`config.mk`:
```
export PLATFORM = sky130hd
export DESIGN_NAME = reaction_meter
export DESIGN_NICKNAME = d
export VERILOG_FILES = /design/src/rtl/reaction_meter.sv
export SDC_FILE = /design/constraint.sdc
export NUM_CORES = 1
export LEC_CHECK = 0
export CELL_PAD_IN_SITES_DETAIL_PLACEMENT = 0
export CELL_PAD_IN_SITES_GLOBAL_PLACEMENT = 1
export CORE_MARGIN = 5
export CORE_UTILIZATION = 38
export DETAILED_ROUTE_END_ITERATION = 7
export PLACE_DENSITY_LB_ADDON = 0.1
export SLEW_MARGIN = 0
export SYNTH_ARGS = -nofsm -noshare
export SYNTH_HDL_FRONTEND = slang
export SYNTH_SLANG_ARGS = --single-unit
```
`constraint.sdc`:
```
create_clock -name clk -period 2 [get_ports clk]
set_input_delay 0.3 -clock clk [delete_from_list [all_inputs] [get_ports clk]]
set_output_delay 0.3 -clock clk [all_outputs]
set_load 0.02 [all_outputs]
```
`src/rtl/reaction_meter.sv`:
```
// Reaction-time meter: arms on start, counts 1 ms ticks from the lamp to the
// first button press and reports the time as 4 BCD digits, with early-press
// and 9999 ms timeout outcomes.
// Optional feature: define BEST_TIME_EN to add the best_bcd output, which
// keeps the fastest valid time seen since reset.
module reaction_meter #(
  parameter int unsigned TICK_DIV = 50000
) (
  input  logic        clk,
  input  logic        reset,
  input  logic        start,
  input  logic        led,
  input  logic        btn,
  output logic [15:0] ms_bcd,
  output logic        done,
  output logic        early,
  output logic        timeout,
  output logic        armed
`ifdef BEST_TIME_EN
  ,
  output logic [15:0] best_bcd
`endif
);

  localparam int unsigned DIV_W    = 16;
  localparam int unsigned MS_W     = 16;
  localparam int unsigned DIGITS   = 4;
  localparam logic [MS_W-1:0]  MS_MAX   = 16'h9999;
  localparam logic [DIV_W-1:0] DIV_LAST = DIV_W'(TICK_DIV - 1);

  typedef enum logic [2:0] {
    S_IDLE,
    S_ARMED,
    S_COUNT,
    S_DONE,
    S_EARLY,
    S_TIMEOUT
  } state_e;

  state_e            state_q, state_d;
  logic [MS_W-1:0]   ms_q, ms_d;
  logic [DIV_W-1:0]  div_q, div_d;
  logic              btn_q, btn_d;
  logic              press;
  logic              div_wrap;
  logic [MS_W-1:0]   ms_inc;
  logic              carry;
`ifdef BEST_TIME_EN
  logic [MS_W-1:0]   best_q, best_d;
`endif

  // Button edge detector: a held button only ever yields one press pulse
  always_comb begin
    btn_d = btn;
    press = btn & ~btn_q;
  end

  // BCD increment of the current time, rippling carries digit by digit
  always_comb begin
    ms_inc = ms_q;
    carry  = 1'b1;
    for (int i = 0; i < int'(DIGITS); i++) begin
      if (carry) begin
        if (ms_q[4*i +: 4] == 4'd9) begin
          ms_inc[4*i +: 4] = 4'd0;
        end else begin
          ms_inc[4*i +: 4] = ms_q[4*i +: 4] + 4'd1;
          carry            = 1'b0;
        end
      end
    end
  end

  // Millisecond tick marker from the clock divider
  always_comb begin
    div_wrap = (div_q == DIV_LAST);
  end

  // State and datapath registers
  always_ff @(posedge clk or posedge reset) begin
    if (reset) begin
      state_q <= S_IDLE;
      ms_q    <= '0;
      div_q   <= '0;
      btn_q   <= 1'b0;
`ifdef BEST_TIME_EN
      best_q  <= MS_MAX;
`endif
    end else begin
      state_q <= state_d;
      ms_q    <= ms_d;
      div_q   <= div_d;
      btn_q   <= btn_d;
`ifdef BEST_TIME_EN
      best_q  <= best_d;
`endif
    end
  end

  // Next-state and datapath update; start restarts the trial from any state
  always_comb begin
    state_d = state_q;
    ms_d    = ms_q;
    div_d   = div_q;
    if (start) begin
      state_d = S_ARMED;
      ms_d    = '0;
      div_d   = '0;
    end else begin
      case (state_q)
        S_ARMED: begin
          if (led) begin
            if (press) begin
              state_d = S_DONE;
              ms_d    = '0;
            end else begin
              state_d = S_COUNT;
              div_d   = '0;
            end
          end else if (press) begin
            state_d = S_EARLY;
          end
        end
        S_COUNT: begin
          // A press wins over a coincident tick so the frozen time is not bumped
          if (press) begin
            state_d = S_DONE;
          end else if (div_wrap) begin
            div_d = '0;
            if (ms_q == MS_MAX) begin
              state_d = S_TIMEOUT;
            end else begin
              ms_d = ms_inc;
            end
          end else begin
            div_d = div_q + DIV_W'(1);
          end
        end
        default: begin
        end
      endcase
    end
  end

`ifdef BEST_TIME_EN
  // Best time tracks the minimum over entries into DONE; packed BCD orders like binary
  always_comb begin
    best_d = best_q;
    if ((state_d == S_DONE) && (state_q != S_DONE) && (ms_d < best_q)) begin
      best_d = ms_d;
    end
  end
`endif

  // Output decode from the registered state and time
  always_comb begin
    ms_bcd  = ms_q;
    done    = (state_q == S_DONE);
    early   = (state_q == S_EARLY);
    timeout = (state_q == S_TIMEOUT);
    armed   = (state_q == S_ARMED) || (state_q == S_COUNT);
`ifdef BEST_TIME_EN
    best_bcd = best_q;
`endif
  end

endmodule

```
==> out/metrics.cfg, run 1 <==
[run_status]
status=finished with violations
violations=setup timing

[clocking]
clock-sinks=36
clock_latency_ns=0.29
h-tree-depth=2
cts_inserted_buffers=5
clkTransAtPathRegs_ns=0.08
clk_path_buf_depth=2
cts_root_buf=clkbuf_8
cts_tree=done

[global_routing]
antenna_found_initial=0
grt_overflow=0
track_usage=0.176
grt_pass1_wl_um=10500
grt_max_degree=37
grt_pass1_vias=2139

[job]
max-cap-violations=0

[worst_setup_path]
end_kind=register
startpoint_type=register
cp.arrival_ns=2.21
crit_type=reg2reg
crit_required_ns=2.19
cp_max_fo=4

[route]
num_vias=2214
antenna_left=0
drtIter0Drc=156
first_pass_iters=4
post_drt_wl_per_cell_um=15.1
drc=0
routed_wl_um=6240
via_per_inst=5.37

[synthesis]
syn_nets=257
netlist_area_um2=2190
ys_ff_latch=36
synthCells=243
yosysSeqAreaShare=0.412
synth.yosys.warnings=0
ys_types=41
synth_edf_count=0
avgSynthCellArea_um2=9.00
ys.flop_type=dfrtp_1
async_reset_ff_frac=1.00

[timing]
setup_ws_ns=-0.0183
setup_viol=4
hold_viol_final=0
worst_slew_pin_slew_ns=0.481
min_period_ns=2.02
rsz0062_at_grt=true
setup_tns_ns=-0.0603
finalMaxSlewViolations=0
whs_ns=0.422
skew_ns=0.00779
slew_headroom=0.680
fmax_mhz=495
fin_crit_sh=1.01

[pwr]
cellPowerDensity_nw_per_um2=706
ir_drop_v=0.000665
p_leak_nw=1.57

[finish]
layout.nets=353
fin_area_um2=3400
drive_gt1_frac=0.385
stdcell_count=412
area_delta_synth_final_pct=55.5
n_antenna_cell=0

[die]
die_area_um2=7370
num_io_pins=25
rows=27
fp.dieH_um=85.8
initial_utilization=0.395
core_um2=5540
die_w_um=85.8

[placed_design]
dpl_worst_slack_ns=-0.138
placedCellCount=396
place_congestion=0.893
place_area_um2=3060
dp_hpwl_um=4480
portBuffers=24

[min_path]
worst_hold_path_type=in2async

-- critical path, cell delays in order, from the launching register on --
cell,delay [ns]
dfrtp_2,0.44
ha_4,0.17
nand3b_1,0.18
nor4_4,0.08
o31a_1,0.31
or3_4,0.42
buf_6,0.14
o31ai_2,0.19
-- sequential cells by signal, indices dropped and copies added (netlist names) --
signal,count
div_q,16
state_q,3
btn_q,1
ms_bcd,16
-- cell families after synthesis --
kind of cell / count (synthesis) / synth area share
AND/OR/NAND/NOR: 100 / 0.254
AO/OA/AOI/OAI: 69 / 0.204
flip-flops: 36 / 0.412
buffers and inverters: 21 / 0.0412
adder cells (fa/ha/maj): 9 / 0.0515
multiplexers: 6 / 0.0292
XOR/XNOR: 2 / 0.00802
-- metrics by stage --
step,util,total power [mW]
after CTS,0.584,2.34
final,0.614,2.40
after detailed placement,0.551,1.63
after floorplan,-,1.27
after global routing,0.614,2.54
after global placement,0.551,1.63
-- report_power, final --
part | internal (mW) | total, mW | leakage, nW | switching [mW]
combinational | 0.457 | 0.951 | 1.03 | 0.494
sequential | 0.768 | 0.796 | 0.482 | 0.0281
clock | 0.370 | 0.653 | 0.0552 | 0.282
total | 1.60 | 2.40 | 1.57 | 0.804
-- Yosys cell counts, types with 5 or more instances --
cell | n | share of area
nand3_1 | 9 | 0.021
ha_1 | 9 | 0.052
o31ai_1 | 14 | 0.048
nand4_1 | 5 | 0.014
clkbuf_1 | 6 | 0.010
nand2_1 | 15 | 0.026
inv_1 | 11 | 0.019
o41ai_1 | 9 | 0.036
a21oi_1 | 13 | 0.030
o21ai_1 | 7 | 0.016
nand3b_1 | 5 | 0.017
or3_1 | 6 | 0.017
o21ai_0 | 15 | 0.034
nor2_1 | 22 | 0.038
nor3_1 | 12 | 0.027
dfrtp_1 | 36 | 0.41
-- path summary, 6_finish.rpt --
path                                       startpoint                    end  slack (ns)  cells past startpoint
worst max-delay path            ms_bcd[4]$_DFFE_PP0P_  ms_bcd[5]$_DFFE_PP0P_       -0.02                      7
worst max register to register  ms_bcd[4]$_DFFE_PP0P_  ms_bcd[5]$_DFFE_PP0P_       -0.02                      7
worst min register to register  ms_bcd[3]$_DFFE_PP0P_  ms_bcd[3]$_DFFE_PP0P_        0.53                      1
max in group asynchronous                       reset  ms_bcd[4]$_DFFE_PP0P_        1.21                      3
worst min-delay path                            reset  div_q[14]$_DFFE_PP0P_        0.42                      3
min in group clk                ms_bcd[3]$_DFFE_PP0P_  ms_bcd[3]$_DFFE_PP0P_        0.53                      1
-- what timing repair did --
item / CTS / global route
gates cloned: 0 / 0
buffers inserted: 2 / 6
gates resized for setup: 15 / 30
pin swaps: 5 / 7
hold buffers: 0 / 0
setup endpoints to repair: 20 / 21
-- layer usage --
metal	wire length, um	up-vias	part of all wire	track usage
li1	-	1108	-	-
met1	3120	1068	0.50	0.255
met2	2880	33	0.46	0.267
met3	175	5	0.028	0.0355
met4	57	0	0.0091	0.0432
met5	0	-	0	0
-- cell usage in the layout, fill, tap and decap left out, types with 3 or more instances in the layout --
| master | Yosys | final |
|---|---|---|
| or3_4 | 0 | 3 |
| dlygate4sd2_1 | 0 | 3 |
| mux2i_1 | 3 | 3 |
| clkdlybuf4s50_1 | 0 | 20 |
| ha_1 | 9 | 5 |
| nand4b_1 | 3 | 3 |
| or3_1 | 6 | 3 |
| dfrtp_1 | 36 | 28 |
| dfrtp_2 | 0 | 8 |
| clkbuf_8 | 0 | 5 |
| ha_4 | 0 | 4 |
| nand3b_1 | 5 | 5 |
| o31ai_1 | 14 | 9 |
| a21oi_1 | 13 | 13 |
| inv_1 | 11 | 7 |
| buf_6 | 1 | 6 |
| inv_2 | 0 | 4 |
| o21ai_1 | 7 | 6 |
| nor3_1 | 12 | 11 |
| buf_4 | 0 | 68 |
| nand3_1 | 9 | 9 |
| a21o_1 | 3 | 3 |
| o41ai_2 | 0 | 6 |
| o21ai_0 | 15 | 14 |
| o31ai_2 | 0 | 5 |
| nor2_1 | 22 | 20 |
| nand2_1 | 15 | 14 |
| and3_1 | 4 | 4 |
| nand4_1 | 5 | 5 |
| o41ai_1 | 9 | 3 |
| mux2_4 | 0 | 3 |
-- cell type report --
type	instances	area, um^2
multi-input combinational	186	1410
sequential	36	911
clock buffer	6	72.6
fill	495	2140
tap	72	90.1
timing repair buffer	99	837
inverter	11	41.3
clock inverter	2	35.0
Power figures use the tool's default switching activity.
==> run 2: changes to the inputs <==
--- a/config.mk
+++ b/config.mk
@@ -11,6 +11,7 @@
 export CORE_UTILIZATION = 38
 export DETAILED_ROUTE_END_ITERATION = 7
 export PLACE_DENSITY_LB_ADDON = 0.1
+export SKIP_LAST_GASP = 1
 export SLEW_MARGIN = 0
 export SYNTH_ARGS = -nofsm -noshare
 export SYNTH_HDL_FRONTEND = slang
==> run 2 against run 1 <==
Against the previous run:
- the flow still finishes with violations (setup timing)
- flip-flop and latch count is the same
- register-to-register slack lost 0.03 ns
- cell area shrank 0.11%
- sequential share of layout area is essentially flat
- worst setup slack lost 0.027 ns
- final cell count grew 0.24%
- power shrank 0.50%
- clock skew grew 0.0011 ns
- critical path type unchanged
- highest routed layer unchanged
==> out/metrics.cfg, run 2 (synthesis gave the netlist of run 1 again) <==
[route]
m1WireLength_um=3110  ; was 3120 um
top_layer=met4  ; unchanged
post_drt_wl_per_cell_um=15.1  ; about the same
via_per_inst=5.43  ; was 5.37
first_pass_iters=5  ; was 4
met2_length_um=2830  ; was 2880 um
routed_wl_um=6220  ; was 6240 um
num_vias=2242  ; was 2,214
antenna_left=0  ; unchanged
met3_length_um=222  ; was 175 um
drtIter0Drc=129  ; was 156
drc=0  ; unchanged

[timing]
hold_viol_final=0  ; unchanged
rsz0062_at_grt=true  ; unchanged
finalMaxSlewViolations=0  ; unchanged
setup_viol=4  ; unchanged
fin_crit_sh=1.02  ; was 1.01
skew_ns=0.00887  ; was 0.00779 ns
slew_headroom=0.679  ; was 0.680
worst_slew_pin_slew_ns=0.481  ; about the same
setup_tns_ns=-0.132  ; was -0.0603 ns
fmax_mhz=489  ; was 495 MHz
setup_ws_ns=-0.0452  ; was -0.0183 ns
min_period_ns=2.05  ; was 2.02 ns

[global_routing]
track_usage=0.175  ; was 0.176
grt_overflow=0  ; unchanged
grt_pass1_vias=2142  ; was 2,139
grt_max_degree=37  ; unchanged
antenna_found_initial=0  ; unchanged
grt_pass1_wl_um=10500  ; about the same

[pwr]
switchingPower_mw=0.801  ; was 0.804 mW
swShare=0.336  ; was 0.335
p_int_mw=1.59  ; was 1.60 mW
combPwrFrac=0.393  ; was 0.396
pwr-share-clk=0.273  ; was 0.272
ir_drop_v=0.000662  ; was 0.000665 V
p_leak_nw=1.56  ; was 1.57 nW
cellPowerDensity_nw_per_um2=703  ; was 706 nW/um^2
sequentialPowerShare=0.334  ; was 0.332

[run_status]
status=finished with violations  ; unchanged
violations=setup timing  ; unchanged

[clocking]
clock_latency_ns=0.29  ; about the same
clock-sinks=36  ; unchanged
h-tree-depth=2  ; unchanged
clkTransAtPathRegs_ns=0.07  ; was 0.08 ns
cts_inserted_buffers=5  ; unchanged
cts_tree=done  ; unchanged
ctsHoldBuffers=0  ; unchanged
cts_root_buf=clkbuf_8  ; unchanged
clk_path_buf_depth=2  ; unchanged

[die]
fp.dieH_um=85.8  ; unchanged
die_w_um=85.8  ; unchanged
num_io_pins=25  ; unchanged
initial_utilization=0.395  ; unchanged
rows=27  ; unchanged
core_um2=5540  ; unchanged
die_area_um2=7370  ; unchanged

[placed_design]
dp_hpwl_um=4480  ; unchanged
place_area_um2=3060  ; unchanged
place_congestion=0.893  ; unchanged
portBuffers=24  ; unchanged

[finish]
fin_area_um2=3400  ; about the same
n_antenna_cell=0  ; unchanged
area_delta_synth_final_pct=55.4  ; was 55.5%
layout.nets=354  ; was 353
drive_gt1_frac=0.384  ; was 0.385
layout_common_cells=buf_4, dfrtp_1, nor2_1, clkdlybuf4s50_1, o21ai_0  ; was buf_4, dfrtp_1, nor2_1, clkdlybuf4s50_1
final_common_cell=buf_4  ; unchanged

[worst_setup_path]
end_kind=register  ; unchanged
cp_max_fo=5  ; was 4
cp.arrival_ns=2.24  ; was 2.21 ns
startpoint_type=register  ; unchanged
slowest_delay_ns=0.44  ; about the same
crit_required_ns=2.19  ; about the same
crit_chain=ha_4, nand3b_1, nor4_4, o31a_1, or3_4, buf_4, o31ai_2  ; was ha_4, nand3b_1, nor4_4, o31a_1, or3_4, buf_6, o31ai_2
cp_slowest_cell=dfrtp_2  ; unchanged
crit_type=reg2reg  ; unchanged

[min_path]
worst_hold_path_type=in2async  ; unchanged

[job]
max-cap-violations=0  ; unchanged

run 2: changes by cell type in the layout (fill, tap and decap cells not counted), sizes merged:
| cell | previous run | this run |
|---|---|---|
| dlymetal6s2s | 1 | 2 |
| buf | 75 | 76 |
| dlygate4sd2 | 3 | 2 |
run 2: final cells by class:
class	instances	area [um^2]
Clock buffer	6	72.6
Multi-Input combinational cell	186	1400
Timing Repair Buffer	100	842
Clock inverter	2	35.0
Tap cell	72	90.1
Sequential cell	36	911
Inverter	11	41.3
Fill cell	491	2140
run 2: worst paths after layout:
kind                                       startpoint                     to  slack, ns  cells past startpoint
worst max-delay path            ms_bcd[4]$_DFFE_PP0P_  ms_bcd[5]$_DFFE_PP0P_      -0.05                      7
worst min-delay path                            reset  div_q[13]$_DFFE_PP0P_       0.43                      3
worst max register to register  ms_bcd[4]$_DFFE_PP0P_  ms_bcd[5]$_DFFE_PP0P_      -0.05                      7
worst min register to register  ms_bcd[3]$_DFFE_PP0P_  ms_bcd[3]$_DFFE_PP0P_       0.53                      1
max in group asynchronous                       reset  ms_bcd[4]$_DFFE_PP0P_       1.21                      3
min in group clk                ms_bcd[3]$_DFFE_PP0P_  ms_bcd[3]$_DFFE_PP0P_       0.53                      1
run 2: per-layer routing:
| metal | up-vias | GRT usage |
|---|---|---|
| met5 | - | 0 |
| met4 | 0 | 0.0432 |
| met3 | 8 | 0.0355 |
| met2 | 54 | 0.266 |
| met1 | 1068 | 0.255 |
| li1 | 1112 | - |
run 2: per-stage QoR:
step           worst slack (ns)  hold WS [ns]  power, mW  cells  utilization
2_1_floorplan            -0.103         0.331       1.27    243            -
3_3_place_gp             -0.101         0.519       1.63    396        0.551
5_1_grt                  -0.122         0.478       2.53    413        0.613
6_report                -0.0452         0.426       2.39    413        0.613
4_1_cts                 -0.0159         0.442       2.34    406        0.583
3_5_place_dp             -0.138         0.520       1.63    396        0.551
run 2: timing repair:
item	4_1_cts	5_1_grt
endpoints found under the setup margin	20	22
setup buffers	2	6
pin swaps	5	9
resized for setup	13	29
cloned	0	1
run 2: worst max-delay path, delay by kind of cell (launching register included):
kind,cells,cell delay (ns)
flip-flops,1,0.44
adder cells (fa/ha/maj),1,0.17
AO/OA/AOI/OAI,2,0.52
buffers and inverters,1,0.15
AND/OR/NAND/NOR,3,0.69
run 2: power by group through the flow:
stage | registers (mW) | clock network, mW | logic [mW]
finish | 0.796 | 0.652 | 0.939
global route | 0.802 | 0.700 | 1.03
CTS | 0.795 | 0.666 | 0.876
detailed placement | 0.806 | 0 | 0.826
global placement | 0.804 | 0 | 0.826
floorplan | 0.838 | 0 | 0.430
